`src/rtl/irq_pkg.sv`:
```
// Shared types and constants for the interrupt scheduler: FSM states, id width,
// default vector layout and the handler-address helper.
package irq_pkg;

    localparam int unsigned IdW = 3;

    localparam logic [7:0] VecBaseDefault   = 8'hE0;
    localparam logic [7:0] VecStrideDefault = 8'd8;

    typedef enum logic [1:0] {
        StIdle,
        StDispatch,
        StService
    } irq_state_e;

    // Handler address; 8-bit arithmetic so the result wraps mod 256.
    function automatic logic [7:0] vec_addr(logic [7:0] base, logic [7:0] stride,
                                            logic [IdW-1:0] id);
        return base + stride * {5'b0, id};
    endfunction

endpackage

```
`src/rtl/irq_scheduler_if.sv`:
```
// Request/dispatch bundle between peripherals, registers file, rom/decoder and
// the interrupt scheduler. master = scheduler side, slave = surrounding logic.
interface irq_scheduler_if
    import irq_pkg::*;
#(
    parameter int unsigned NUM_SRC = 4
);

    logic [NUM_SRC-1:0] irq_req;
    logic               global_enable;
    logic               mask_w_enable;
    logic [7:0]         mask_w_data;
    logic [NUM_SRC-1:0] mask;
    logic [NUM_SRC-1:0] pending;
    logic               jump;
    logic [7:0]         jump_vector;
    logic               jump_ack;
    logic               clear_status;
    logic               status;
    logic [IdW-1:0]     active_id;

    modport master (
        input  irq_req, global_enable, mask_w_enable, mask_w_data, jump_ack, clear_status,
        output mask, pending, jump, jump_vector, status, active_id
    );

    modport slave (
        output irq_req, global_enable, mask_w_enable, mask_w_data, jump_ack, clear_status,
        input  mask, pending, jump, jump_vector, status, active_id
    );

endinterface

```
`src/rtl/irq_priority_select.sv`:
```
// Combinational picker: first set bit of eligible_i found by searching upward
// from start_i and wrapping. start_i = 0 gives plain lowest-index priority.
module irq_priority_select
    import irq_pkg::*;
#(
    parameter int unsigned NUM_SRC = 4
) (
    input  logic [NUM_SRC-1:0] eligible_i,
    input  logic [IdW-1:0]     start_i,
    output logic               valid_o,
    output logic [IdW-1:0]     idx_o
);

    int unsigned        cand;
    logic [NUM_SRC-1:0] shifted;

    always_comb begin
        valid_o = 1'b0;
        idx_o   = '0;
        cand    = 0;
        shifted = '0;
        for (int unsigned off = 0; off < NUM_SRC; off++) begin
            cand = 32'(start_i) + off;
            if (cand >= NUM_SRC) begin
                cand = cand - NUM_SRC;
            end
            shifted = eligible_i >> cand;
            if (!valid_o && shifted[0]) begin
                valid_o = 1'b1;
                idx_o   = IdW'(cand);
            end
        end
    end

endmodule

```
`src/rtl/irq_scheduler.sv`:
```
// Multi-source interrupt scheduler: latches requests, masks, arbitrates and
// holds one vector jump to rom until acknowledged, then tracks in-service state
// until return-from-interrupt. Define IRQ_ROUND_ROBIN_EN for round-robin arbitration.
module irq_scheduler
    import irq_pkg::*;
#(
    parameter int unsigned NUM_SRC    = 4,
    parameter logic [7:0]  VEC_BASE   = VecBaseDefault,
    parameter logic [7:0]  VEC_STRIDE = VecStrideDefault
) (
    input  logic            clk,
    input  logic            rst,
    irq_scheduler_if.master bus
);

    irq_state_e         state_q, state_d;
    logic [NUM_SRC-1:0] pending_q, pending_d, pending_clr;
    logic [NUM_SRC-1:0] mask_q, mask_d;
    logic               jump_q, jump_d;
    logic [7:0]         vec_q, vec_d;
    logic               status_q, status_d;
    logic [IdW-1:0]     id_q, id_d;

    logic [NUM_SRC-1:0] eligible;
    logic               sel_valid;
    logic [IdW-1:0]     sel_idx;
    logic [IdW-1:0]     sel_start;

`ifdef IRQ_ROUND_ROBIN_EN
    logic [IdW-1:0] ptr_q, ptr_d;
    logic [IdW:0]   ptr_inc;

    assign sel_start = ptr_q;
    assign ptr_inc   = {1'b0, id_q} + 1'b1;

    always_comb begin
        ptr_d = ptr_q;
        if (state_q == StDispatch && bus.jump_ack) begin
            ptr_d = (ptr_inc >= (IdW + 1)'(NUM_SRC)) ? '0 : ptr_inc[IdW-1:0];
        end
    end

    always_ff @(posedge clk) begin
        if (rst) begin
            ptr_q <= '0;
        end else begin
            ptr_q <= ptr_d;
        end
    end
`else
    assign sel_start = '0;
`endif

    assign eligible = bus.global_enable ? (pending_q & mask_q) : '0;

    irq_priority_select #(
        .NUM_SRC (NUM_SRC)
    ) u_select (
        .eligible_i (eligible),
        .start_i    (sel_start),
        .valid_o    (sel_valid),
        .idx_o      (sel_idx)
    );

    always_comb begin
        state_d     = state_q;
        pending_clr = '0;
        jump_d      = jump_q;
        vec_d       = vec_q;
        status_d    = status_q;
        id_d        = id_q;
        mask_d      = bus.mask_w_enable ? bus.mask_w_data[NUM_SRC-1:0] : mask_q;

        unique case (state_q)
            StIdle: begin
                if (sel_valid) begin
                    state_d  = StDispatch;
                    id_d     = sel_idx;
                    vec_d    = vec_addr(VEC_BASE, VEC_STRIDE, sel_idx);
                    jump_d   = 1'b1;
                    status_d = 1'b1;
                end
            end
            StDispatch: begin
                if (bus.jump_ack) begin
                    state_d     = StService;
                    jump_d      = 1'b0;
                    pending_clr = NUM_SRC'(1) << id_q;
                end
            end
            StService: begin
                if (bus.clear_status) begin
                    state_d  = StIdle;
                    status_d = 1'b0;
                end
            end
            default: state_d = StIdle;
        endcase

        // A request on the same edge as its own clear stays pending.
        pending_d = (pending_q & ~pending_clr) | bus.irq_req;
    end

    always_ff @(posedge clk) begin
        if (rst) begin
            state_q   <= StIdle;
            pending_q <= '0;
            mask_q    <= '1;
            jump_q    <= 1'b0;
            vec_q     <= '0;
            status_q  <= 1'b0;
            id_q      <= '0;
        end else begin
            state_q   <= state_d;
            pending_q <= pending_d;
            mask_q    <= mask_d;
            jump_q    <= jump_d;
            vec_q     <= vec_d;
            status_q  <= status_d;
            id_q      <= id_d;
        end
    end

    if (NUM_SRC < 8) begin : g_unused_mask
        logic unused_mask_hi;
        assign unused_mask_hi = ^bus.mask_w_data[7:NUM_SRC];
    end

    assign bus.mask        = mask_q;
    assign bus.pending     = pending_q;
    assign bus.jump        = jump_q;
    assign bus.jump_vector = vec_q;
    assign bus.status      = status_q;
    assign bus.active_id   = id_q;

endmodule
```
`src/flat_wrapper.sv`:
```
// flat-port wrapper written by rule: the top's interface ports become plain ports
module irq_scheduler_flat import irq_pkg::*;
#(
    parameter int unsigned NUM_SRC    = 4,
    parameter logic [7:0]  VEC_BASE   = VecBaseDefault,
    parameter logic [7:0]  VEC_STRIDE = VecStrideDefault
)
  (clk, rst, bus_irq_req, bus_global_enable, bus_mask_w_enable, bus_mask_w_data, bus_jump_ack, bus_clear_status, bus_mask, bus_pending, bus_jump, bus_jump_vector, bus_status, bus_active_id);
  irq_scheduler_if #(.NUM_SRC(NUM_SRC)) bus_i ();
  input  logic clk;
  input  logic rst;
  input wire logic [$bits(bus_i.irq_req)-1:0] bus_irq_req;
  input wire logic [$bits(bus_i.global_enable)-1:0] bus_global_enable;
  input wire logic [$bits(bus_i.mask_w_enable)-1:0] bus_mask_w_enable;
  input wire logic [$bits(bus_i.mask_w_data)-1:0] bus_mask_w_data;
  input wire logic [$bits(bus_i.jump_ack)-1:0] bus_jump_ack;
  input wire logic [$bits(bus_i.clear_status)-1:0] bus_clear_status;
  output wire logic [$bits(bus_i.mask)-1:0] bus_mask;
  output wire logic [$bits(bus_i.pending)-1:0] bus_pending;
  output wire logic [$bits(bus_i.jump)-1:0] bus_jump;
  output wire logic [$bits(bus_i.jump_vector)-1:0] bus_jump_vector;
  output wire logic [$bits(bus_i.status)-1:0] bus_status;
  output wire logic [$bits(bus_i.active_id)-1:0] bus_active_id;
  assign bus_i.irq_req = bus_irq_req;
  assign bus_i.global_enable = bus_global_enable;
  assign bus_i.mask_w_enable = bus_mask_w_enable;
  assign bus_i.mask_w_data = bus_mask_w_data;
  assign bus_i.jump_ack = bus_jump_ack;
  assign bus_i.clear_status = bus_clear_status;
  assign bus_mask = bus_i.mask;
  assign bus_pending = bus_i.pending;
  assign bus_jump = bus_i.jump;
  assign bus_jump_vector = bus_i.jump_vector;
  assign bus_status = bus_i.status;
  assign bus_active_id = bus_i.active_id;
  irq_scheduler #(.NUM_SRC(NUM_SRC), .VEC_BASE(VEC_BASE), .VEC_STRIDE(VEC_STRIDE)) u_core (.clk(clk), .rst(rst), .bus(bus_i));
endmodule
```
`config.mk`:
```
export PLATFORM = sky130hd
export DESIGN_NAME = irq_scheduler_flat
export DESIGN_NICKNAME = d
export VERILOG_FILES = /design/src/rtl/irq_pkg.sv /design/src/rtl/irq_scheduler_if.sv /design/src/rtl/irq_priority_select.sv /design/src/rtl/irq_scheduler.sv /design/src/flat_wrapper.sv
export SDC_FILE = /design/constraint.sdc
export NUM_CORES = 1
export LEC_CHECK = 0
export BUFFER_PORTS_ARGS = -buffer_cell sky130_fd_sc_hd__buf_4
export CAP_MARGIN = 20
export CORE_UTILIZATION = 30
export DETAILED_ROUTE_END_ITERATION = 10
export GPL_ROUTABILITY_DRIVEN = 0
export MAX_ROUTING_LAYER = met4
export PLACE_DENSITY = 0.64
export SLEW_MARGIN = 25
export SYNTH_ARGS = -nofsm -noshare
export SYNTH_HDL_FRONTEND = slang
export SYNTH_SLANG_ARGS = --single-unit
```
`constraint.sdc`:
```
create_clock -name clk -period 1.21 [get_ports clk]
set_input_delay 0.3025 -clock clk [delete_from_list [all_inputs] [get_ports clk]]
set_output_delay 0.3025 -clock clk [all_outputs]
set_load 0.1 [all_outputs]
```
==> out/summary.txt, run 1 <==
====================================================================================
Highest-utilization routing layer at the global route stage                     met2
M3 GR Usage                                                                   0.0126
Setup ws final                                                              -13.9 ps
Cell types occupying the most area after synthesis                      sky130_fd_sc_hd__dfxtp_1 46%, sky130_fd_sc_hd__buf_4 9.2%, sky130_fd_sc_hd__a211o_1 5.4%
Count of flip-flops with a built-in enable after synthesis                         0
Result of the run                                                       finished with violations
Die Area                                                                 0.00236 mm²
Top_reg_cell synth                                                      sky130_fd_sc_hd__dfxtp_1
First-pass GRT wire length                                                   2350 µm
Endpoints failing hold                                                             0
Final cell utilization of the core                                             0.532
Fmax                                                                       0.817 GHz
Number of antenna violations at the first check in global routing                  0
Worst Setup End Kind                                                      output pin
Area growth from synthesis to final layout                                     63.7%
CTS tree                                                                         yes
Maximum clock skew at final layout                                           6.43 ps
Max VDD drop                                                                  723 µV
Share of Yosys cell area claimed by the top area cell type                     0.462
Met1 track demand over resource in global routing                              0.148
Number of buffer cells added on primary ports                                     30
Worst Path Required                                                           910 ps
Total congestion overflow after global routing                                     0
Via count                                                                        578
Worst hold margin                                                             229 ps
WL per Instance                                                              11.1 µm
Failing checks                                                          negative setup slack
Worst hold path stage count                                                        2
Met2 track demand over resource in global routing                              0.225
Starting utilization of the core area                                          0.325
CTS HTree Levels                                                                   1
Violation count after the first detailed-route iteration                          11
Per-cell via count in the routed design                                         4.59
Max-cap violations                                                                 0
Async set or reset register ratio after synthesis                                  0
Number of sinks driven by the clock tree                                          15
Post-synthesis cell area                                                     651 µm²
Critical path depth in cells                                                       1
Portion of the post-synthesis area used by sequential elements                 0.462
Placeable core region                                                    0.00200 mm²
Horiz. Die Dim                                                               48.6 µm
CP top delay family                                                       flip-flops
Kind of critical path                                                   flop to output pin
Worst-path cell chain                                                          buf_4
Worst-path fanout max                                                              4
Number of synthesized register bits                                               15
Count of buffering cells on the critical path with inverters included              1
Vertical die dimension                                                       48.6 µm
Setup repair after global routing missed its margin                              yes
CTS hold repair buffers                                                            0
Library cell occupying the most area in the post-synthesis netlist      sky130_fd_sc_hd__dfxtp_1
1st-pass router iterations                                                         4
Root buf cell                                                           sky130_fd_sc_hd__clkbuf_4
Worst-path clk slew                                                            90 ps
Final Net Count                                                                  118
Diodes inserted                                                                    0
Synthesized instance count                                                        67
Critical-path cell with the highest stage delay                         sky130_fd_sc_hd__dfxtp_4
Crit path launch type                                                           flop
Post-synthesis average cell area                                            9.71 µm²
Number of global-route vias before repair                                        540
Share of the cycle needed by the critical path after routing                    1.01
PD cells                                                                 1490 mW/mm²
Delay contributed by the slowest stage of the critical path                   360 ps
Critical path arrival                                                         920 ps
R2R depth                                                                          4
Buffer levels on the longest clock path                                            2
DRC Markers                                                                        0
Number of endpoints failing setup at the final stage                               3
Routed WL                                                                    1400 µm
TritonCTS buffer count                                                             3
Kind of path behind the tightest hold check                             input port to flop
Fraction of final layout cells with drive strength greater than 1              0.556
Clock network latency to the later pin of the worst-skew pair                 280 ps
Final number of max-transition violations                                          0
GRT Resource Usage Total                                                       0.137
Ports                                                                             39
Std cell rows                                                                     16
Ys Warns                                                                           0
Remaining number of nets flagged by the antenna check after routing                0
Lkg Pwr                                                                     0.437 nW
Maximum number of pins on one net before global-route repair                      16
Distinct cells, synth                                                             23
DPL Wire Length                                                              1040 µm
Clock period minus final worst setup slack                                   1220 ps
====================================================================================
## cells in the final DEF (no fill, tap or decap), types with 2 or more instances in the layout
master	instances
sky130_fd_sc_hd__inv_1	3
sky130_fd_sc_hd__nor2_1	3
sky130_fd_sc_hd__or3b_1	2
sky130_fd_sc_hd__dfxtp_1	2
sky130_fd_sc_hd__nor2b_1	4
sky130_fd_sc_hd__buf_6	10
sky130_fd_sc_hd__conb_1	4
sky130_fd_sc_hd__nand2_1	3
sky130_fd_sc_hd__nor3_1	3
sky130_fd_sc_hd__clkbuf_4	3
sky130_fd_sc_hd__a22o_1	2
sky130_fd_sc_hd__buf_4	20
sky130_fd_sc_hd__nor4b_2	2
sky130_fd_sc_hd__a211o_1	4
sky130_fd_sc_hd__a21oi_1	7
sky130_fd_sc_hd__dfxtp_4	11
sky130_fd_sc_hd__dfxtp_2	2
sky130_fd_sc_hd__buf_12	4
## state kept, by name, indices dropped and copies added, names as in the netlist
| name | flops |
|---|---|
| u_core.bus.jump | 1 |
| u_core.bus.jump_vector | 3 |
| u_core.bus.mask | 4 |
| u_core.bus.pending | 4 |
| u_core.bus.status | 1 |
| u_core.state_q | 2 |
## final timing paths
path                                                start                        end  slack [ps]
worst max-delay path            u_core.bus.jump_vector[6]         bus_jump_vector[7]         -10
worst max register to register          u_core.state_q[1]  u_core.bus.jump_vector[4]          80
worst min-delay path                   bus_mask_w_data[3]         u_core.bus.mask[3]         230
worst min register to register            u_core.bus.jump            u_core.bus.jump         470
## through the flow
stage               std cells  power [mW]  setup TNS [ps]  setup slack, ps  cell area (µm²)
detailed placement        118        1.24               0             37.1              901
global placement          118        1.24               0             52.3              901
global route              126        1.66            -135            -45.4             1060
CTS                       122        1.57           -95.3            -32.0              987
finish                    126        1.59           -40.2            -13.9             1060
floorplan                  70        1.13               0             20.9              706
## layout make-up
type / instances / area (µm²)
flip-flops and latches: 15 / 344
clock buffers: 4 / 26.3
well taps: 27 / 33.8
inverters: 3 / 11.3
multi-input cells: 43 / 307
repair buffers: 34 / 343
fillers: 194 / 937
## layer usage
metal	routed length, µm	vias up
li1	-	300
met1	640	255
met2	684	21
met3	59	2
met4	12	0
met5	0	-
## kinds of logic (layout without fill, tap and decap cells)
group                  after synthesis  count (layout)  share of synthesized area
flip-flops                          15              15                      0.462
other                                1               4                    0.00576
AO/OA/AOI/OAI                       19              19                      0.217
AND/OR/NAND/NOR                     20              20                      0.200
buffers and inverters               12              41                      0.115
## power breakdown
| group | switching [mW] | total, mW | internal, mW |
|---|---|---|---|
| Clock | 0.148 | 0.276 | 0.128 |
| Sequential | 0.0539 | 0.589 | 0.535 |
| Combinational | 0.516 | 0.723 | 0.207 |
## cell usage after synthesis (2+ instances only)
master,count
sky130_fd_sc_hd__dfxtp_1,15
sky130_fd_sc_hd__buf_4,8
sky130_fd_sc_hd__a21oi_1,7
sky130_fd_sc_hd__a211o_1,4
sky130_fd_sc_hd__nor2b_1,4
sky130_fd_sc_hd__inv_1,3
sky130_fd_sc_hd__nand2_1,3
sky130_fd_sc_hd__nor2_1,3
sky130_fd_sc_hd__nor3_1,3
sky130_fd_sc_hd__a22o_1,2
sky130_fd_sc_hd__nor4b_1,2
sky130_fd_sc_hd__or3b_1,2
## timing repair
item / 4_1_cts / 5_1_grt
endpoints found under the hold margin: 0 / 0
pin swaps: 0 / 2
buffers inserted: 0 / 4
gates cloned: 0 / 0
setup endpoints to repair: 15 / 15
gates resized for setup: 16 / 9
(Power assumes the default switching activity.)
==> inputs of run 2 (changes only) <==
- CORE_ASPECT_RATIO: not set -> 0.9
- PLACE_DENSITY: 0.64 -> 0.59
- SYNTH_HIERARCHICAL: not set -> 1
==> out/summary.txt, run 2 <==
====================================================================================
Result of the run                                                       finished with violations
Failing checks                                                          negative setup slack
Fraction of final layout cells with drive strength greater than 1              0.516
Library cell occupying the most area in the post-synthesis netlist      sky130_fd_sc_hd__dfxtp_1
Buffer levels on the longest clock path                                            2
Cell types occupying the most area after synthesis                      sky130_fd_sc_hd__dfxtp_1 32%, sky130_fd_sc_hd__mux2i_1 11%, sky130_fd_sc_hd__buf_4 6.0%
Portion of the post-synthesis area used by sequential elements                 0.320
Worst-path clk slew                                                            70 ps
Worst Path Required                                                          1340 ps
DPL Wire Length                                                              1870 µm
Final number of max-transition violations                                          0
Endpoints failing hold                                                             0
Number of endpoints failing setup at the final stage                               7
Diodes inserted                                                                    0
Maximum clock skew at final layout                                           4.06 ps
Root buf cell                                                           sky130_fd_sc_hd__clkbuf_8
Total congestion overflow after global routing                                     0
CP top delay family                                                     simple AND/OR/NAND/NOR gates
Aggregate negative setup slack                                              -5780 ps
Final Net Count                                                                  181
CTS HTree Levels                                                                   1
Fin cells                                                                        203
Critical path arrival                                                        2210 ps
Share of the cycle needed by the critical path after routing                    1.71
Via count                                                                        914
Post-synthesis average cell area                                            8.79 µm²
Synthesized instance count                                                       114
Pre-CTS worst setup slack                                                    -991 ps
CTS hold repair buffers                                                            0
Clock period minus final worst setup slack                                   2070 ps
Delay contributed by the slowest stage of the critical path                   390 ps
Top_reg_cell synth                                                      sky130_fd_sc_hd__dfxtp_1
Per-cell via count in the routed design                                         4.50
Lkg Pwr                                                                     0.731 nW
Ys Warns                                                                           6
Kind of path behind the tightest hold check                             input port to flop
PD cells                                                                 1380 mW/mm²
Placeable core region                                                    0.00311 mm²
Cell types with the highest counts after synthesis                      16 x sky130_fd_sc_hd__dfxtp_1, 11 x sky130_fd_sc_hd__mux2i_1, 10 x sky130_fd_sc_hd__a21oi_1
Worst Setup End Kind                                                            flop
Crit path launch type                                                           flop
Starting utilization of the core area                                          0.322
Maximum number of pins on one net before global-route repair                      18
Max VDD drop                                                                  874 µV
Number of antenna violations at the first check in global routing                  0
First-pass GRT wire length                                                   4110 µm
Remaining number of nets flagged by the antenna check after routing                0
Number of global-route vias before repair                                        868
Worst-path fanout max                                                              3
Share of Yosys cell area claimed by the top area cell type                     0.320
Distinct cells, synth                                                             35
Post-placement cell count                                                        195
Number of buffer cells added on primary ports                                     31
Commonest cells after routing, fill and taps aside                      31 x sky130_fd_sc_hd__buf_4, 11 x sky130_fd_sc_hd__mux2i_1, 10 x sky130_fd_sc_hd__conb_1
Number of synthesized register bits                                               16
Count of buffering cells on the critical path with inverters included              0
Vertical die dimension                                                       56.8 µm
Routed WL                                                                    2450 µm
Violation count after the first detailed-route iteration                          24
Ports                                                                             39
Kind of critical path                                                   flop to flop
Max-cap violations                                                                 0
Critical-path cell with the highest stage delay                         sky130_fd_sc_hd__or3b_4
GRT Resource Usage Total                                                       0.150
Area growth from synthesis to final layout                                     61.7%
Setup ws final                                                               -864 ps
Horiz. Die Dim                                                               62.9 µm
Fmax                                                                       0.482 GHz
Number of sinks driven by the clock tree                                          16
DRC Markers                                                                        0
Count of fill cells added during filler insertion                                275
Setup repair after global routing missed its margin                              yes
Std cell rows                                                                     19
Die Area                                                                 0.00358 mm²
Async set or reset register ratio after synthesis                                  0
CTS tree                                                                         yes
Clock network latency to the later pin of the worst-skew pair                 240 ps
WL per Instance                                                              12.1 µm
Worst hold margin                                                             262 ps
Post-synthesis cell area                                                 0.00100 mm²
Worst-path cell chain                                                   and3_4 > mux2_4 > a2bb2oi_4 > or3b_4 > or2_4 > and2b_2 > o21ai_1 > a21oi_1
1st-pass router iterations                                                         4
Most common cell after layout, fill and taps aside                      sky130_fd_sc_hd__buf_4
Count of flip-flops with a built-in enable after synthesis                         0
TritonCTS buffer count                                                             3
Most frequent cell after synthesis                                      sky130_fd_sc_hd__dfxtp_1
====================================================================================
run 2: metal layers:
metal	GRT usage	routed length (µm)
met3	0.0183	59
met4	0.0498	16
met2	0.232	1200
met5	-	0
met1	0.200	1170
run 2: stage by stage:
step                      power (mW)   util  cell area (µm²)
after detailed placement        1.62  0.439             1370
final                           2.23  0.520             1620
after floorplan                 1.44      -             1080
after CTS                       2.17  0.491             1530
after global routing            2.33  0.520             1620
after global placement          1.61  0.439             1370
run 2: logic make-up (layout without fill, tap and decap cells):
family / count (synthesis) / count (layout) / share of synthesized area
AO/OA/AOI/OAI: 31 / 31 / 0.215
adder cells (fa/ha/maj): 1 / 1 / 0.0125
buffers and inverters: 23 / 62 / 0.134
flip-flops: 16 / 16 / 0.320
multiplexers: 12 / 12 / 0.125
other: 2 / 10 / 0.00749
AND/OR/NAND/NOR: 29 / 29 / 0.187
run 2: final cells by class:
type | count | area (µm²) | share of cell area
Timing Repair Buffer | 49 | 504 | 0.311
Clock buffer | 4 | 55.1 | 0.0340
Tap cell | 42 | 52.6 | 0.0324
Multi-Input combinational cell | 83 | 618 | 0.381
Inverter | 9 | 33.8 | 0.0208
Sequential cell | 16 | 357 | 0.220
run 2: repair_timing:
action | 4_1_cts | 5_1_grt
setup buffers | 3 | 1
resized for setup | 23 | 19
pin swaps | 5 | 3
endpoints found under the setup margin | 21 | 21
run 2: report_power, final:
part / total [mW] / switching [mW] / internal (mW)
Clock: 0.467 / 0.179 / 0.288
Combinational: 1.13 / 0.733 / 0.393
Sequential: 0.639 / 0.0498 / 0.590
Total: 2.23 / 0.961 / 1.27
run 2: worst paths after layout:
path                                            to                  start  depth (start not counted)  slack, ps
worst max-delay path             u_core/bus.status  u_core/bus.pending[2]                          8       -860
worst min-delay path            u_core/bus.mask[0]     bus_mask_w_data[0]                          2        260
worst max register to register   u_core/bus.status  u_core/bus.pending[2]                          8       -860
worst min register to register   u_core/bus.status      u_core/bus.status                          2        510
==> inputs of run 3 (changes only) <==
- CORE_UTILIZATION: 30 -> 45
- PLACE_DENSITY: 0.59 -> 0.8
==> out/summary.txt, run 3 (synthesized netlist as in run 2, its figures left out) <==
==================================================================================
Setup repair after global routing missed its margin                            yes
Area growth from synthesis to final layout                                   79.0%
Horiz. Die Dim                                                             51.7 µm
Most common cell after layout, fill and taps aside                    sky130_fd_sc_hd__buf_4
Diodes inserted                                                                  0
CTS hold repair buffers                                                          0
Reg2reg setup slack                                                       -1000 ps
Final number of max-transition violations                                        0
Worst-path cell chain                                                 and3_4 > mux2_4 > a2bb2oi_2 > buf_4 > buf_4 > buf_4 > buf_4 > buf_4 > buf_4 > buf_4 > a21oi_1 > o2bb2ai_1 > mux2i_1 > nor2_1
Total congestion overflow after global routing                                   0
Worst setup path startpoint                                           u_core/bus.mask[2]
Psw                                                                        1.07 mW
Most Frequent Cell on Critical Path                                   sky130_fd_sc_hd__buf_4
Number of endpoints failing setup at the final stage                            20
Slew of the pin with the lowest slew margin                                 563 ps
Per-cell via count in the routed design                                       5.79
Summed area of non-filler cells in the final layout                    0.00179 mm²
Maximum clock skew at final layout                                         13.1 ps
Commonest cells after routing, fill and taps aside                    36 x sky130_fd_sc_hd__buf_4, 17 x sky130_fd_sc_hd__buf_12, 11 x sky130_fd_sc_hd__mux2i_1
Crit path launch type                                                         flop
Fraction of final layout cells with drive strength greater than 1            0.571
Crit path to                                                          u_core/bus.active_id[0]
Endpoints failing hold                                                           0
Max-cap violations                                                               0
Worst-path clk slew                                                         110 ps
Remaining max-slew budget at the tightest pin                                0.623
Kind of path behind the tightest hold check                           input port to flop
Violation count after the first detailed-route iteration                        58
Worst Setup End Kind                                                          flop
Clock network latency to the later pin of the worst-skew pair               300 ps
Lkg Pwr                                                                   0.822 nW
Starting utilization of the core area                                        0.499
Gate power share                                                             0.575
1st-pass router iterations                                                       7
Reg2reg start                                                         u_core/bus.mask[2]
Setup ws final                                                             -997 ps
Share of the cycle needed by the critical path after routing                  1.82
First-pass GRT wire length                                                 4870 µm
Number of global-route vias before repair                                     1013
R2R depth                                                                       14
GRT Resource Usage Total                                                     0.294
Max VDD drop                                                                982 µV
Die Area                                                               0.00242 mm²
Delay contributed by the slowest stage of the critical path                 360 ps
Internal cell power                                                        1.25 mW
Maximum number of pins on one net before global-route repair                    18
Clock period minus final worst setup slack                                 2210 ps
CTS tree                                                                       yes
Worst-path fanout max                                                            2
Critical path arrival                                                      2410 ps
Placeable core region                                                  0.00201 mm²
Remaining number of nets flagged by the antenna check after routing              0
Number of antenna violations at the first check in global routing                0
Root buf cell                                                         sky130_fd_sc_hd__clkbuf_4
Via count                                                                     1158
Final cell utilization of the core                                           0.893
CTS HTree Levels                                                                 1
Switching part of the total power                                            0.462
Ports                                                                           39
Kind of critical path                                                 flop to flop
PD cells                                                               1290 mW/mm²
Sequential group share of total power                                        0.288
Std cell rows                                                                   15
Fmax                                                                     0.453 GHz
Routed WL                                                                  3920 µm
Number of sinks driven by the clock tree                                        16
Clock power share                                                            0.137
DPL Wire Length                                                            1800 µm
Failing checks                                                        negative setup slack
Vertical die dimension                                                     46.8 µm
Worst Path Required                                                        1410 ps
Reg-to-Reg End                                                        u_core/bus.active_id[0]
Result of the run                                                     finished with violations
Critical-path cell with the highest stage delay                       sky130_fd_sc_hd__dfxtp_4
WL per Instance                                                            19.6 µm
Buffer levels on the longest clock path                                          2
DRC Markers                                                                      0
Number of buffer cells added on primary ports                                   31
TritonCTS buffer count                                                           3
Placed standard-cell area                                              0.00135 mm²
Final Net Count                                                                195
==================================================================================
## run 3: cell types whose count changed in the layout (fill, tap and decap cells not counted), sizes merged
cell  before  now
buf       49   63
## run 3: worst min-delay path by stage
stage	start	endpoint	cells after the start
global route	bus_mask_w_data[3]	u_core/bus.mask[3]	2
detailed placement	u_core/bus.status	u_core/bus.status	2
CTS	bus_mask_w_data[0]	u_core/bus.mask[0]	2
global placement	u_core/bus.jump	u_core/bus.jump	2
floorplan	bus_mask_w_enable	u_core/bus.mask[2]	1
finish	bus_mask_w_data[3]	u_core/bus.mask[3]	2
## run 3: metal layers
layer,global-route usage,share of wire
met1,0.344,0.40
met2,0.522,0.48
met4,0.103,0.038
met5,-,0
met3,0.0421,0.077
## run 3: metrics by stage
stage / setup slack, ps / total power, mW / instances / setup TNS, ps / hold slack, ps
2_1_floorplan: -948 / 1.44 / 122 / -6460 / 420
3_3_place_gp: -946 / 1.61 / 179 / -6360 / 482
3_5_place_dp: -998 / 1.62 / 179 / -6610 / 496
4_1_cts: -851 / 2.07 / 193 / -5940 / 217
5_1_grt: -1000 / 2.38 / 200 / -7440 / 218
6_report: -997 / 2.32 / 200 / -6940 / 208
## run 3: layout make-up
class | count | area (µm²)
Tap cell | 25 | 31.3
Sequential cell | 16 | 358
Clock buffer | 4 | 26.3
Timing Repair Buffer | 63 | 727
Multi-Input combinational cell | 83 | 618
Inverter | 9 | 33.8
Fill cell | 93 | 214
## run 3: worst max-delay path, delay by kind of cell, from the launching register on
kind | cells | cell delay (ps)
AOI/OAI and AO/OA | 3 | 260
buffers and inverters | 7 | 900
DFF | 1 | 360
muxes | 2 | 350
and+or+nand+nor | 2 | 230
## run 3: power by group through the flow
| stage | sequential [mW] | clock, mW | combinational (mW) |
|---|---|---|---|
| final | 0.668 | 0.318 | 1.34 |
| after global routing | 0.672 | 0.341 | 1.37 |
| after CTS | 0.646 | 0.298 | 1.13 |
| after detailed placement | 0.644 | 0 | 0.975 |
| after global placement | 0.640 | 0 | 0.966 |
| after floorplan | 0.987 | 0 | 0.452 |
## run 3: repair_timing
action | CTS | global route
setup endpoints to repair | 25 | 28
resized for setup | 50 | 28
buffers inserted | 10 | 11
endpoints found under the hold margin | 0 | 0
pin swaps | 5 | 4
